--- src/rtl/fetch_stage_if.sv ---
// Instruction-memory request/response bus between the fetch stage and imem.
// The fetch stage drives req/addr; imem answers with a one-cycle ack strobe plus data.
interface fetch_stage_if;
   logic        imem_req;
   logic [31:0] imem_addr;
   logic        imem_ack;
   logic [31:0] imem_rdata;

   modport master (output imem_req, imem_addr, input imem_ack, imem_rdata);
   modport slave  (input imem_req, imem_addr, output imem_ack, imem_rdata);
endinterface

--- src/rtl/fetch_stage.sv ---
// Instruction fetch stage: single outstanding imem request, one-entry skid buffer for
// downstream stalls, and redirect flushing that discards responses already in flight.
module fetch_stage #(
   parameter logic [31:0] RESET_PC = 32'h0000_0000
) (
   input  logic                 clk,
   input  logic                 rst,
   input  logic                 stall,
   input  logic                 redirect,
   input  logic [31:0]          redirect_PC,
   fetch_stage_if.master        imem,
   output logic [31:0]          PC_out,
   output logic [31:0]          PC_4_out,
   output logic [31:0]          instr_out,
   output logic                 nop_out
);

   typedef enum logic [1:0] {FETCH, HOLD, DROP} state_e;

   typedef struct packed {
      logic [31:0] pc;
      logic [31:0] pc_4;
      logic [31:0] instr;
      logic        nop;
   } out_t;

   localparam out_t BUBBLE = '{pc: 32'd0, pc_4: 32'd0, instr: 32'd0, nop: 1'b1};

   state_e      state_q, state_d;
   logic [31:0] pc_q, pc_d;
   logic [31:0] fetch_addr_q, fetch_addr_d;
   logic        buf_valid_q, buf_valid_d;
   logic [31:0] buf_pc_q, buf_pc_d;
   logic [31:0] buf_instr_q, buf_instr_d;
   out_t        out_q, out_d;

   logic [31:0] target;
   logic [31:0] pc_plus4;
   logic [31:0] addr_plus4;

   assign target     = redirect_PC & ~32'd3;
   assign pc_plus4   = pc_q + 32'd4;
   assign addr_plus4 = fetch_addr_q + 32'd4;

   // A request is visible in FETCH and DROP; reset gates it off combinationally.
   assign imem.imem_req  = rst && (state_q != HOLD);
   assign imem.imem_addr = fetch_addr_q;

   assign PC_out    = out_q.pc;
   assign PC_4_out  = out_q.pc_4;
   assign instr_out = out_q.instr;
   assign nop_out   = out_q.nop;

   always_comb begin
      // NOTE: every variable gets a default first so no path leaves it unassigned (no latches).
      state_d      = state_q;
      pc_d         = pc_q;
      fetch_addr_d = fetch_addr_q;
      buf_valid_d  = buf_valid_q;
      buf_pc_d     = buf_pc_q;
      buf_instr_d  = buf_instr_q;
      out_d        = out_q;

      if (redirect) begin
         pc_d        = target;
         buf_valid_d = 1'b0;
         out_d       = BUBBLE;
         unique case (state_q)
            FETCH: begin
               if (imem.imem_ack) fetch_addr_d = target;
               else               state_d      = DROP;
            end
            HOLD: begin
               state_d      = FETCH;
               fetch_addr_d = target;
            end
            default: ;
         endcase
      end else begin
         unique case (state_q)
            FETCH: begin
               if (imem.imem_ack) begin
                  pc_d         = pc_plus4;
                  fetch_addr_d = pc_plus4;
                  if (stall) begin
                     buf_valid_d = 1'b1;
                     buf_pc_d    = fetch_addr_q;
                     buf_instr_d = imem.imem_rdata;
                     state_d     = HOLD;
                  end else begin
                     out_d = '{pc: fetch_addr_q, pc_4: addr_plus4,
                               instr: imem.imem_rdata, nop: 1'b0};
                  end
               end else if (!stall) begin
                  out_d = BUBBLE;
               end
            end
            HOLD: begin
               if (!stall) begin
                  out_d       = '{pc: buf_pc_q, pc_4: buf_pc_q + 32'd4,
                                  instr: buf_instr_q, nop: 1'b0};
                  buf_valid_d = 1'b0;
                  state_d     = FETCH;
               end
            end
            DROP: begin
               // The stale response is swallowed; resume from the latest redirect target.
               if (imem.imem_ack) begin
                  fetch_addr_d = pc_q;
                  state_d      = FETCH;
               end
               if (!stall) out_d = BUBBLE;
            end
            default: state_d = FETCH;
         endcase
      end
   end

   always_ff @(posedge clk) begin
      // NOTE: sequential state uses non-blocking assignments so all registers update together.
      if (!rst) begin
         state_q      <= FETCH;
         pc_q         <= RESET_PC & ~32'd3;
         fetch_addr_q <= RESET_PC & ~32'd3;
         buf_valid_q  <= 1'b0;
         buf_pc_q     <= 32'd0;
         buf_instr_q  <= 32'd0;
         out_q        <= BUBBLE;
      end else begin
         state_q      <= state_d;
         pc_q         <= pc_d;
         fetch_addr_q <= fetch_addr_d;
         buf_valid_q  <= buf_valid_d;
         buf_pc_q     <= buf_pc_d;
         buf_instr_q  <= buf_instr_d;
         out_q        <= out_d;
      end
   end

endmodule

--- src/flat_wrapper.sv ---
// flat-port wrapper written by rule: the top's interface ports become plain ports
module fetch_stage_flat 
#(
   parameter logic [31:0] RESET_PC = 32'h0000_0000
)
  (clk, rst, stall, redirect, redirect_PC, PC_out, PC_4_out, instr_out, nop_out, imem_imem_req, imem_imem_addr, imem_imem_ack, imem_imem_rdata);
  fetch_stage_if imem_i ();
  input  logic clk;
  input  logic rst;
  input  logic stall;
  input  logic redirect;
  input  logic [31:0] redirect_PC;
  output logic [31:0] PC_out;
  output logic [31:0] PC_4_out;
  output logic [31:0] instr_out;
  output logic nop_out;
  output wire logic [$bits(imem_i.imem_req)-1:0] imem_imem_req;
  output wire logic [$bits(imem_i.imem_addr)-1:0] imem_imem_addr;
  input wire logic [$bits(imem_i.imem_ack)-1:0] imem_imem_ack;
  input wire logic [$bits(imem_i.imem_rdata)-1:0] imem_imem_rdata;
  assign imem_imem_req = imem_i.imem_req;
  assign imem_imem_addr = imem_i.imem_addr;
  assign imem_i.imem_ack = imem_imem_ack;
  assign imem_i.imem_rdata = imem_imem_rdata;
  fetch_stage #(.RESET_PC(RESET_PC)) u_core (.clk(clk), .rst(rst), .stall(stall), .redirect(redirect), .redirect_PC(redirect_PC), .imem(imem_i), .PC_out(PC_out), .PC_4_out(PC_4_out), .instr_out(instr_out), .nop_out(nop_out));
endmodule
--- config.mk ---
export PLATFORM = sky130hd
export DESIGN_NAME = fetch_stage_flat
export DESIGN_NICKNAME = d
export VERILOG_FILES = /design/src/rtl/fetch_stage_if.sv /design/src/rtl/fetch_stage.sv /design/src/flat_wrapper.sv
export SDC_FILE = /design/constraint.sdc
export NUM_CORES = 1
export LEC_CHECK = 0
export CELL_PAD_IN_SITES_DETAIL_PLACEMENT = 0
export CELL_PAD_IN_SITES_GLOBAL_PLACEMENT = 1
export CORE_ASPECT_RATIO = 2
export CORE_MARGIN = 8
export CORE_UTILIZATION = 39
export CTS_CLUSTER_SIZE = 14
export DETAILED_ROUTE_END_ITERATION = 6
export GPL_TIMING_DRIVEN = 0
export PLACE_DENSITY = 0.85
export SYNTH_ARGS = -nofsm -noshare
export SYNTH_HDL_FRONTEND = slang
export SYNTH_SLANG_ARGS = --single-unit
--- constraint.sdc ---
create_clock -name clk -period 2.8 [get_ports clk]
set_input_delay 0.56 -clock clk [delete_from_list [all_inputs] [get_ports clk]]
set_output_delay 0.56 -clock clk [all_outputs]
set_load 0.005 [all_outputs]
=== Yosys cells after proc, flatten, opt, wreduce, memory -nomap -nowiden ===
Cells that the tools add are included.
W data, S select, Z words.

* Register bits after elaboration: 227
* Latch bits: 0
* Bits in writable memories: 0
* Memory bits (read-only): 0
* Output and inout bits: 130
* Logic and storage cells: 62
* Memories kept: 0

* Add/subtract/negate cells: 3
* Multiply operators: 0
* Div/mod/pow operators: 0
* Order comparisons: 0
* Equality and inequality tests: 12
* Shift-type cells: 0
* Multiplexer cells: 22
* Bitwise logic cells: 2
* Reductions and logical operators: 13

{| class="wikitable"
|+ Operators by type and width
! kind !! count
|-
| $mux W97 || 4
|-
| $pmux W97 S3 || 1
|-
| $mux W32 || 7
|-
| $pmux W32 S2 || 2
|-
| $add A32 B3 Y32 const B || 3
|-
| $ne A3 B3 Y1 const B || 6
|-
| $mux W2 || 6
|-
| $reduce_and A4 Y1 || 2
|-
| $pmux W2 S3 || 1
|-
| $reduce_and A6 Y1 || 1
|-
| $reduce_bool A3 Y1 || 2
|-
| $ne A2 B2 Y1 const B || 2
|-
| $pmux W2 S2 || 1
|-
| $reduce_and A2 Y1 || 2
|-
| $reduce_bool A2 Y1 || 2
|-
| $ne A3 B1 Y1 const B || 1
|-
| $reduce_and A3 Y1 || 1
|-
| $eq A2 B1 Y1 const B || 1
|-
| $eq A2 B2 Y1 const B || 1
|-
| $logic_not A2 Y1 || 1
|-
| $ne A2 B1 Y1 const B || 1
|-
| $not A1 Y1 || 2
|-
| $reduce_or A2 Y1 || 1
|-
| $logic_and A1 B1 Y1 || 1
|}

=== Depth between registers and ports, before layout ===
* Depth in word-level cells: 4
* Mapped depth: 10
* Mapped depth without buffers: 7

=== Least setup slack after synthesis ===
Ideal clock, no wire load.

* Kind: reg-to-reg
* Start point: register u_core.state_q[0]
* End point: register u_core.out_q (netlist bit u_core.PC_out[10])
* Library setup time: 0.074 ns
* Arrival: 2.040 ns
* Path slack: 0.685 ns
* Cell stages (with the launch flop): 11
* Path buffers: 3
* Path through: dfxtp_1 > inv_1 > ha_1 > nand2b_1 > clkbuf_1 > a32oi_1 > nor2_1 > buf_2 > buf_1 > nand2_1 > o21ai_0

* Word-level cells in the longest chain between the ends: 3
* Elaborated cells between the ends (all ways): 8
* Those cells by class: eq/ne: 4; mux: 1; reduce/logical: 3

{| class="wikitable"
|+ RTL lines
! item !! RTL line !! source
|-
| from (decl) || fetch_stage.sv:29 || <nowiki>state_e state_q, state_d;</nowiki>
|-
| from (signal assigned) || fetch_stage.sv:130 || <nowiki>state_q <= state_d;</nowiki>
|-
| $eq A2 B1 Y1 (tied with other cells) || fetch_stage.sv:80 || <nowiki>unique case (state_q)</nowiki>
|-
| $ne A2 B2 Y1 (no source line) (tied with other cells) || n/a ||
|-
| $reduce_and A3 Y1 (no source line) || n/a ||
|-
| to (signal assigned) || fetch_stage.sv:136 || <nowiki>out_q <= out_d;</nowiki>
|-
| to (decl) || fetch_stage.sv:35 || <nowiki>out_t out_q, out_d;</nowiki>
|}

Several ways; a longest one is shown, not always the timed one.
A chain may end at the register's enable or synchronous reset.

=== Final worst setup path ===
* Start point: register u_core.state_q[1]
* End point: register u_core.out_q (netlist bit u_core.PC_4_out[20])

The elaborated chain is that of the path after synthesis.

==> impl_summary.log <==
INFO  metric drtPass1Iterations = 7
INFO  metric finish.instance_area = about 14000 sq um
INFO  metric top_flip_flop_cell_by_instance_count_after_synthesis = dfxtp_1
INFO  metric clock-root-buffer = clkbuf_16
INFO  metric dp_hpwl = ~30000 um
INFO  metric crit-reg2reg-capture = u_core.PC_4_out[20]
INFO  metric first_global_vias = between 10000 and 15000
INFO  metric required = approximately 3.2 ns
INFO  metric routed-via-count = between 10000 and 15000
INFO  metric synth_seq_cells = approximately 220
INFO  metric grt_start_max_net_pins = 15
INFO  metric gp_routability_congestion = 0.924
INFO  metric pwr_density = approximately 530 nW/um^2
INFO  metric timing.final.crit_period = approximately 2.7 ns
INFO  metric grt_first_pass_wirelength = 61700 um
INFO  metric slowest_stage = a211oi_1
INFO  metric run_status = finished clean
INFO  metric routed_wire_length_per_instance = just over 20 um
INFO  metric grt_antenna_before_repair = 1
INFO  metric min_from = u_core.instr_out[21]
INFO  metric fin_util = roughly half
INFO  metric drc_violations_left = 0
INFO  metric regToRegStartpoint = u_core.state_q[1]
INFO  metric global_route.usage.total = 22.7%
INFO  metric synthToLayoutAreaGrowth = 28.5%
INFO  metric min_path_type = reg -> reg
INFO  metric placed_area = roughly 13000 sq um
INFO  metric setup_violations = 0
INFO  metric yosysWarningCount = 0
INFO  metric die_w = 135 um
INFO  metric top_level_ports = just under 200
INFO  metric number_of_instances_in_the_synthesized_netlist = 1388
INFO  metric proportion_of_layout_cells_with_a_drive_suffix_above_1 = 5.69%
INFO  metric clk-insertion-delay-late = about 0.53 ns
INFO  metric power.total = around 0.0075 W
INFO  metric routed_wl = around 40000 um
INFO  metric crit_path_largest_cell_delay = around 0.46 ns
INFO  metric synth.yosys.seq_area_share = about two fifths
INFO  metric timing.clock.skew = ~0.012 ns
INFO  metric cts_made_buffers = 22
INFO  metric worst-path-buf-inv = 3
INFO  metric cts.sink_count = ~220
INFO  metric leakagePower = 4.68 nW
INFO  metric synth_enable_flop_cells = 0
INFO  metric worst_setup_hold_path_clk_slew = approximately 0.07 ns
INFO  metric drv_cap = 0
INFO  metric final_hold_fails = 0
INFO  metric num-nets-final = 1678
INFO  metric dr.first_iter.drc_count = 935
INFO  metric final-max-slew-violation-count = 0
INFO  metric port-buffer-count = 191
INFO  metric filler_cell_count = 2641
INFO  metric reg2reg_depth = 9
INFO  metric cp-start-kind = flip-flop
INFO  metric remaining_overflow_grt = 0
INFO  metric cts.path.max_buffers = 3
INFO  metric final_min_period_over_clock_period = 97.8%
INFO  metric die_h = about 250 um
INFO  metric maxSlewHeadroom = 33.2%
INFO  metric power.ir.vdd_worst = around 0.47 mV
INFO  metric drt.antenna.violating_nets = 0
INFO  metric start_util = 39.2%
INFO  metric htreeDepth = 1
INFO  metric synthesis.area_per_instance = slightly below 8 sq um
INFO  metric worst-path-max-fanout = 10
INFO  metric timing.critical_path.cells = inv_1, ha_1, clkbuf_1, a211oi_1, o21ai_1, clkbuf_2, nor2_2, o21ai_0, o211ai_1
INFO  metric synthesis.area = about 11000 sq um
INFO  metric setup.reg_to_reg.worst_slack = between 0.06 and 0.07 ns
INFO  metric whs_path_depth = 2
INFO  metric floorplan.rows = 87
INFO  metric synthDistinctLibCells = 68
INFO  metric path_delay_family = compound AO/OA/AOI/OAI gates
INFO  metric detail_route.vias_per_cell = 5.69
INFO  metric critical_path_class = reg -> reg
INFO  metric design.core.area = 28000 sq um
INFO  metric mostFrequentLayoutCell = nand2_1
INFO  metric min_delay_worst_endpoint = u_core.instr_out[21]
INFO  metric synth_async_sr_flop_share = 0%
INFO  metric die-area = 34100 sq um
INFO  metric worst_slew_pin_slew = 0.993 ns
INFO  metric cp-end-kind = flip-flop
INFO  metric cts_tree = built
INFO  metric layout_common_cells = nand2_1, dfxtp_1, clkdlybuf4s50_1
INFO  metric timing.critical_path.arrival = between 3 and 4 ns
INFO  metric fmaxAchievable = 365 MHz
[state kept, by name, indices dropped and copies added, names as in the netlist]
name / cells
u_core.pc_q: 30
u_core.instr_out: 32
u_core.PC_4_out: 32
u_core.buf_pc_q: 30
u_core.nop_out: 1
u_core.state_q: 2
u_core.PC_out: 32
u_core.buf_instr_q: 32
u_core.imem.imem_addr: 30
[Yosys cell counts, drive strengths merged (10+ instances only)]
master	number	share of area, %
a21oi	108	5.0
a22oi	68	4.7
and2	14	0.80
and3	12	0.68
buf	26	1.2
clkbuf	99	3.4
dfxtp	221	40
inv	17	0.58
mux2i	10	0.91
nand2	277	9.5
nand2b	23	1.3
nand3	42	1.9
nand4	43	2.6
nor2	41	1.4
nor3	28	1.3
nor4	26	2.2
o21ai	106	4.8
o22ai	12	0.68
xnor2	54	4.3
xor2	38	3.0
[layout make-up]
class	instances	area [sq um]	share of cell area [%]
diodes	1	2.50	0.0177
plain buffers	123	510	3.62
clock buffers	32	649	4.60
clock inverters	8	73.8	0.523
inverters	17	63.8	0.452
multi-input cells	1026	6020	42.7
flip-flops and latches	221	4420	31.4
well taps	356	445	3.16
repair buffers	191	1910	13.6
[kinds of logic (layout without fill, tap and decap cells)]
| logic type | Yosys count | after routing | synth area share (%) |
|---|---|---|---|
| XOR/XNOR | 92 | 92 | 7.34 |
| adder cells (fa/ha/maj) | 7 | 7 | 0.798 |
| flip-flops | 221 | 221 | 40.3 |
| other | 1 | 3 | 0.0342 |
| AND/OR/NAND/NOR | 540 | 540 | 24.1 |
| AO/OA/AOI/OAI | 375 | 375 | 21.4 |
| buffers and inverters | 142 | 371 | 5.15 |
| multiplexers | 10 | 10 | 0.912 |
[where the power goes]
group	switching (W)	internal, W
Clock	0.00132	0.00171
Sequential	0.000170	0.00327
Combinational	0.000618	0.000457
Total	0.00210	0.00544
[per-stage QoR]
step | setup TNS [ns] | hold slack [ns] | cells | setup slack [ns]
floorplan | 0 | 0.437 | 1389 | 0.685
global placement | -37.37 | 0.437 | 1936 | -0.596
detailed placement | -43.51 | 0.444 | 1936 | -0.562
CTS | 0 | 0.456 | 1976 | 0.00111
global route | -0.0676 | 0.473 | 1975 | -0.0472
finish | 0 | 0.453 | 1975 | 0.0615
[per-layer routing]
metal	GRT usage [%]	wire length, um	up-vias	share of wire [%]
li1	-	-	5348	-
met1	27.3	16500	5331	41
met2	38.1	19000	452	47
met3	3.66	2640	103	6.6
met4	11.6	1950	0	4.9
met5	0	0	-	0
[worst min-delay path, cell delays in order, from the launching register on]
cell and delay, ns:
dfxtp_1 0.33, nand2_1 0.04, o21ai_0 0.05
[repair_timing]
action,CTS,global route
hold buffers,0,0
buffers inserted,0,0
setup endpoints to repair,60,113
pin swaps,0,1
resized for setup,9,19
[worst max path at each step]
stage                      start                  end  slack (ns)  cells past startpoint
2_1_floorplan  u_core.state_q[0]    u_core.PC_out[10]        0.69                     10
3_3_place_gp            redirect      u_core.pc_q[19]       -0.60                      7
3_5_place_dp            redirect      u_core.pc_q[29]       -0.56                      7
4_1_cts                 redirect      u_core.pc_q[19]       0.001                      7
5_1_grt        u_core.state_q[1]    u_core.PC_out[30]       -0.05                      8
6_report       u_core.state_q[1]  u_core.PC_4_out[20]        0.06                      9
Power figures use the tool's default switching activity.
